### src/rtl/int2flt_seq.sv
// Sequential int16 -> float16 converter: reads a big-endian integer from data memory,
// normalises it one shift per cycle, rounds to nearest-even and writes the float back.
module int2flt_seq #(
  parameter logic [7:0] SRC_ADDR = 8'd0,
  parameter logic [7:0] DST_ADDR = 8'd128
) (
  input  logic       clk,
  input  logic       reset,
  input  logic       start,
  input  logic [7:0] mem_rdata,
  output logic [7:0] mem_addr,
  output logic       mem_rd_en,
  output logic       mem_wr_en,
  output logic [7:0] mem_wdata,
  output logic       busy,
  output logic       done
);

  typedef enum logic [2:0] {
    IDLE, RD_HI, RD_LO, ABS, NORM, ROUND, WR_HI, WR_LO
  } state_e;

  state_e      state_q, state_d;
  logic [15:0] data_q, data_d;
  logic [15:0] mag_q, mag_d;
  logic [15:0] res_q, res_d;
  logic [4:0]  exp_q, exp_d;
  logic        sign_q, sign_d;
  logic        done_q, done_d;

  logic        round_up;
  logic [10:0] mant_rnd;

  // Round-to-nearest-even on the bits below the 10-bit mantissa; bit 10 is the carry-out.
  assign round_up = mag_q[4] & ((|mag_q[3:0]) | mag_q[5]);
  assign mant_rnd = {1'b0, mag_q[14:5]} + {10'd0, round_up};

  always_ff @(posedge clk) begin
    // NOTE: sequential state uses non-blocking assignments so every register samples
    // the pre-edge values of the others, independent of statement order.
    if (reset) begin
      state_q <= IDLE;
      data_q  <= '0;
      mag_q   <= '0;
      res_q   <= '0;
      exp_q   <= '0;
      sign_q  <= 1'b0;
      done_q  <= 1'b0;
    end else begin
      state_q <= state_d;
      data_q  <= data_d;
      mag_q   <= mag_d;
      res_q   <= res_d;
      exp_q   <= exp_d;
      sign_q  <= sign_d;
      done_q  <= done_d;
    end
  end

  always_comb begin
    // NOTE: every output of this block gets a default first, so no path can infer a latch.
    state_d   = state_q;
    data_d    = data_q;
    mag_d     = mag_q;
    res_d     = res_q;
    exp_d     = exp_q;
    sign_d    = sign_q;
    done_d    = done_q;
    mem_addr  = 8'd0;
    mem_rd_en = 1'b0;
    mem_wr_en = 1'b0;
    mem_wdata = 8'd0;

    unique case (state_q)
      IDLE: begin
        if (start) begin
          state_d = RD_HI;
          done_d  = 1'b0;
        end
      end
      RD_HI: begin
        mem_addr       = SRC_ADDR;
        mem_rd_en      = 1'b1;
        data_d[15:8]   = mem_rdata;
        state_d        = RD_LO;
      end
      RD_LO: begin
        mem_addr       = SRC_ADDR + 8'd1;
        mem_rd_en      = 1'b1;
        data_d[7:0]    = mem_rdata;
        state_d        = ABS;
      end
      ABS: begin
        sign_d = data_q[15];
        mag_d  = data_q[15] ? (~data_q + 16'd1) : data_q;
        exp_d  = 5'd30;
        if (data_q == 16'd0) begin
          res_d   = 16'd0;
          state_d = WR_HI;
        end else begin
          state_d = NORM;
        end
      end
      NORM: begin
        if (mag_q[15]) begin
          state_d = ROUND;
        end else begin
          mag_d = {mag_q[14:0], 1'b0};
          exp_d = exp_q - 5'd1;
        end
      end
      ROUND: begin
        res_d   = {sign_q, exp_q + {4'd0, mant_rnd[10]}, mant_rnd[9:0]};
        state_d = WR_HI;
      end
      WR_HI: begin
        mem_addr  = DST_ADDR;
        mem_wr_en = 1'b1;
        mem_wdata = res_q[15:8];
        state_d   = WR_LO;
      end
      WR_LO: begin
        mem_addr  = DST_ADDR + 8'd1;
        mem_wr_en = 1'b1;
        mem_wdata = res_q[7:0];
        state_d   = IDLE;
        done_d    = 1'b1;
      end
      default: state_d = IDLE;
    endcase

    // A reset cycle must not touch memory, even when it lands in a read or write state.
    if (reset) begin
      mem_addr  = 8'd0;
      mem_rd_en = 1'b0;
      mem_wr_en = 1'b0;
      mem_wdata = 8'd0;
    end
  end

  assign busy = (state_q != IDLE);
  assign done = done_q;

endmodule

### config.mk
export PLATFORM = sky130hd
export DESIGN_NAME = int2flt_seq
export DESIGN_NICKNAME = d
export VERILOG_FILES = /design/src/rtl/int2flt_seq.sv
export SDC_FILE = /design/constraint.sdc
export NUM_CORES = 1
export LEC_CHECK = 0
export CAP_MARGIN = 10
export CORE_UTILIZATION = 61
export CTS_CLUSTER_SIZE = 28
export DETAILED_ROUTE_END_ITERATION = 7
export MAX_ROUTING_LAYER = met4
export PLACE_DENSITY = 0.85
export SKIP_LAST_GASP = 1
export SYNTH_ARGS = -nofsm -noshare
export SYNTH_HDL_FRONTEND = slang
export SYNTH_SLANG_ARGS = --single-unit
### constraint.sdc
create_clock -name clk -period 5.1 [get_ports clk]
set_input_delay 1.02 -clock clk [delete_from_list [all_inputs] [get_ports clk]]
set_output_delay 1.02 -clock clk [all_outputs]
set_load 0.02 [all_outputs]
# After elaboration in Yosys (flattened, before gate mapping)
# Index checks and enable logic that the tools add are counted.
[totals]
register_bits = 58
latch_bits = 0
ram_bits = 0
romBits = 0
input_bits = 11
out_inout_bits = 20
wordCells = 61
n_memories = 0
[op_classes]
n_addsub = 4
mul = 0
div_mod_pow = 0
magnitude_cmp = 0
eq_ne = 11
shift = 0
mux = 21
bitwise_logic = 3
reduce_logical = 13
[op_table]
columns = ["operator", "n"]
rows = [
  ["case mux 16 bit (2 select lines)", 2],
  ["two-way mux 16 bit", 3],
  ["case mux 3 bit (8 select lines)", 1],
  ["case mux 8 bit (3 select lines)", 1],
  ["adder 16 x 1 -> 16 bit (second input constant)", 1],
  ["zero test 16 bit", 1],
  ["two-way mux 8 bit", 2],
  ["inverter 16 bit", 1],
  ["case mux 8 bit (2 select lines)", 1],
  ["equality test 3 bit (second input constant)", 4],
  ["adder 10 x 1 -> 11 bit", 1],
  ["case mux 5 bit (2 select lines)", 1],
  ["!= test 2 bit (second input constant)", 4],
  ["AND reduction 2 bit", 4],
  ["equality test 3 x 2 -> 1 bit (second input constant)", 2],
  ["two-way mux 3 bit", 2],
  ["nonzero test 2 bit", 3],
  ["adder 5 x 1 -> 5 bit", 1],
  ["two-way mux 1 bit", 5],
  ["two-way mux 5 bit", 1],
  ["subtractor 5 x 1 -> 5 bit (second input constant)", 1],
  ["OR reduction 2 bit", 2],
  ["OR reduction 4 bit", 1],
  ["equality test 3 x 1 -> 1 bit (second input constant)", 1],
  ["6 further kinds", 6],
]

# Longest topological paths before layout
[depth]
depth_word = 6
ltp_mapped = 10
ltp_nobuf = 10

# Worst setup path after synthesis
# No wires, ideal clock.
[synth_path]
path_kind = "input port to output port"
from = "in reset"
to = "out mem_addr[0]"
arrival_ns = 2.106
required_ns = 4.080
slack_ns = 1.974
cell_stages = 4
n_path_buf = 3
path_cell_list = "clkbuf_1 clkbuf_1 clkbuf_1 nor3b_1"
[synth_between]
elab_chain_cells = 1
[synth_lines]
columns = ["element", "line", "rtl"]
rows = [
  ["from (decl)", "8", "input logic reset,"],
  ["two-way mux 8 bit", "133", "if (reset) begin"],
  ["to (decl)", "11", "output logic [7:0] mem_addr,"],
]
# No other way between the ends.

# Worst setup path in the final report
[layout_path]
from = "in reset"
to = "out mem_wdata[5]"
[layout_between]
elab_chain_cells = 1
[layout_lines]
columns = ["element", "line", "rtl"]
rows = [
  ["two-way mux 8 bit", "133", ""],
  ["to (decl)", "14", "output logic [7:0] mem_wdata,"],
]
# No other way between the ends.

==> flow_summary.toml <==
[place]
port-buffer-count = 24
gp_congestion = 0.8266
post-dp-hpwl_um = 4909

[worst_setup_path]
critPathRequiredTime_ps = 4080
start_kind = "input port"
crit-reg2reg-launch = "state_q[0]"
cpLargestDelayFamily = "buffers and inverters"
cp_cell_sequence = "buf_2 -> nand3b_1 -> nor2_1 -> clkdlybuf4s50_1"
critPathMaxStageDelay_ps = 630
crit_type = "in2out"
critPathMaxFanout = 25
worst_setup_path_end_kind = "output pin"
startpoint = "reset"
critPathBufInv = 2
arrival_ps = 2480
slowest_stage = "clkdlybuf4s50_1"

[synth]
ys_warn_count = 0
syn_avg_cell_area_um2 = 8.421
synth_cell_types = 49
synth-main-ff-cell = "dfxtp_1"
netlist_instances = 375
synth_area_mm2 = 0.003158
yosysSeqAreaShare_pct = 36.77
synth_edf_count = 0
synth-seq-cells = 58
async_flop_share_pct = 0

[final_layout]
finalNetCount = 401
multi_input_area_mm2 = 0.001829
fill_cells = 387
area_growth_pct = 11.61
final_cell_mix = "dfxtp_1 (58), nor2_1 (47), mux2i_1 (30), a21oi_1 (28), nand2_1 (24)"
mostFrequentLayoutCell = "dfxtp_1"
n_antenna_cell = 0
drive_above_1_share_pct = 5.656
ff_latch_area_mm2 = 0.001161

[power]
p_leak_nw = 1.213
powerDensity_mw_per_mm2 = 309.2
p_clk_share_pct = 34.4
ir_drop_mv = 0.2420
combPwrFrac_pct = 18.1
power_switching_w = 0.0003340
seqPwrFrac_pct = 47.6
swShare_pct = 30.64
p_int_w = 0.0007559

[sta]
worst_slew_pin_slew_ps = 957.7
slew_headroom_pct = 35.92
fin_crit_sh_pct = 68.62
rsz0062_at_grt = "false"
fmax_ghz = 0.2857
tns_ps = 0
slew_violations = 0
finalSetupViolCount = 0
clock_skew_ps = 9.650
hold_ws_ps = 467.6
hold_viol = 0
fin_crit_ps = 3500

[cts]
cts.reportedPaths.clkPinSlew_ps = 60
cts_max_level = 3
numCtsBuffers = 9
clock_path_buffers = 2
clk_latency_ps = 340
cts_hold_buf = 0
cts_num_sinks = 58
cts_resized = 0
cts-root-buf = "clkbuf_8"
cts_setup_buffers = 0
cts_tree = "yes"

[route]
vias_per_cell = 6.274
vias = 2861
wl_per_cell_um = 15.90
drc = 0
ant_nets = 0
firstDrtPassIters = 5
initialDrtViolationCount = 268
wl_um = 7251

[global_routing]
grt_remaining_overflow = 0
grt_pass1_wl_um = 11870
track_usage_pct = 29.80
antenna_found_initial = 0
first_global_vias = 2554
grt_max_degree = 50

[min_path]
hold_path.class = "reg2reg"
hp-start = "mag_q[2]"

[job]
drv_cap = 0

[outcome]
status = "finished, final reports clean"

[die]
rows = 25
initial_core_util_pct = 65.14
design.portCount = 31
core_area_mm2 = 0.004848
die_w_um = 73.95
die_h_um = 73.95
dieArea_mm2 = 0.005469
==> registers in the layout, summed over array words and instances, names as in the netlist <==
register  flops
state_q       3
mag_q        16
sign_q        1
exp_q         5
data_q       16
done          1
res_q        16
==> per-stage QoR <==
stage / setup WS [ps] / power, W / area, um^2 / instances / util [%]
final: 1600 / 0.001090 / 3525 / 456 / 72.70
after global routing: 1499 / 0.001133 / 3525 / 456 / 72.70
after CTS: 1597 / 0.001091 / 3525 / 456 / 72.70
after detailed placement: 1605 / 0.0007197 / 3354 / 441 / 69.19
after global placement: 1645 / 0.0007149 / 3354 / 441 / 69.19
after floorplan: 1974 / 0.0006803 / 3177 / 380 / -
==> worst reg2reg max path, stage by stage (launching register included) <==
cell and delay [ps]:
dfxtp_1 900, and4bb_2 440, nand4_1 480, nor2_1 470
o221ai_1 150
==> synth_stat cells, types with 5 or more instances <==
| cell | count | share of area [%] |
|---|---|---|
| dfxtp_1 | 58 | 37 |
| nor2_1 | 47 | 5.6 |
| mux2i_1 | 30 | 9.5 |
| a21oi_1 | 28 | 4.4 |
| nand2_1 | 24 | 2.9 |
| clkbuf_1 | 20 | 2.4 |
| o211ai_1 | 15 | 3.6 |
| xor2_1 | 9 | 2.5 |
| inv_1 | 8 | 0.95 |
| o21ai_0 | 8 | 1.3 |
| buf_4 | 7 | 1.7 |
| nand3b_1 | 7 | 1.7 |
| nor3_1 | 7 | 1.1 |
| nor4_1 | 7 | 1.4 |
| o22ai_1 | 7 | 1.4 |
| a22oi_1 | 6 | 1.4 |
| or4_1 | 6 | 1.4 |
| xnor2_1 | 6 | 1.7 |
| ha_1 | 5 | 2.0 |
| nand3_1 | 5 | 0.79 |
| nand4b_1 | 5 | 1.4 |
| nor3b_1 | 5 | 1.2 |
==> routing by layer <==
metal	wire [um]	vias up	GRT usage, %
li1	-	1376	-
met1	3364	1381	37.95
met2	3369	95	46.46
met3	417	9	5.556
met4	100	0	12.18
met5	0	-	-
==> logic make-up (layout without fill, tap and decap cells) <==
kind of cell               after synthesis  in the layout  synth area share, %
and+or+nand+nor                        140            140                23.81
AOI/OAI and AO/OA                       86             86                17.75
DFF                                     58             58                36.77
buffers and inverters                   40             49                5.903
muxes                                   30             30                9.509
xor gates and xnor gates                15             15                4.160
adders and majority gates                5              5                1.981
other                                    1              6               0.1187
==> power groups by stage <==
stage	logic (W)	clock network (W)	registers (W)
detailed placement	0.000193	0	0.000527
global placement	0.000189	0	0.000525
global route	0.000215	0.000394	0.000523
floorplan	0.000176	0	0.000504
CTS	0.000195	0.000378	0.000517
finish	0.000197	0.000374	0.000518
==> final timing paths <==
path / to / slack [ps] / depth (start not counted)
worst max-delay path: mem_wdata[5] / 1600 / 4
worst min-delay path: mag_q[2] / 470 / 2
worst max register to register: res_q[9] / 2540 / 4
worst min register to register: mag_q[2] / 470 / 2
==> area by class of cell <==
| type | count | area share, % |
|---|---|---|
| timing repair buffer | 26 | 7.100 |
| clock inverter | 3 | 0.4260 |
| sequential | 58 | 32.94 |
| clock buffer | 12 | 4.402 |
| inverter | 8 | 0.8520 |
| multi-input combinational | 282 | 51.90 |
| tap | 67 | 2.378 |
Power figures use the tool's default switching activity.
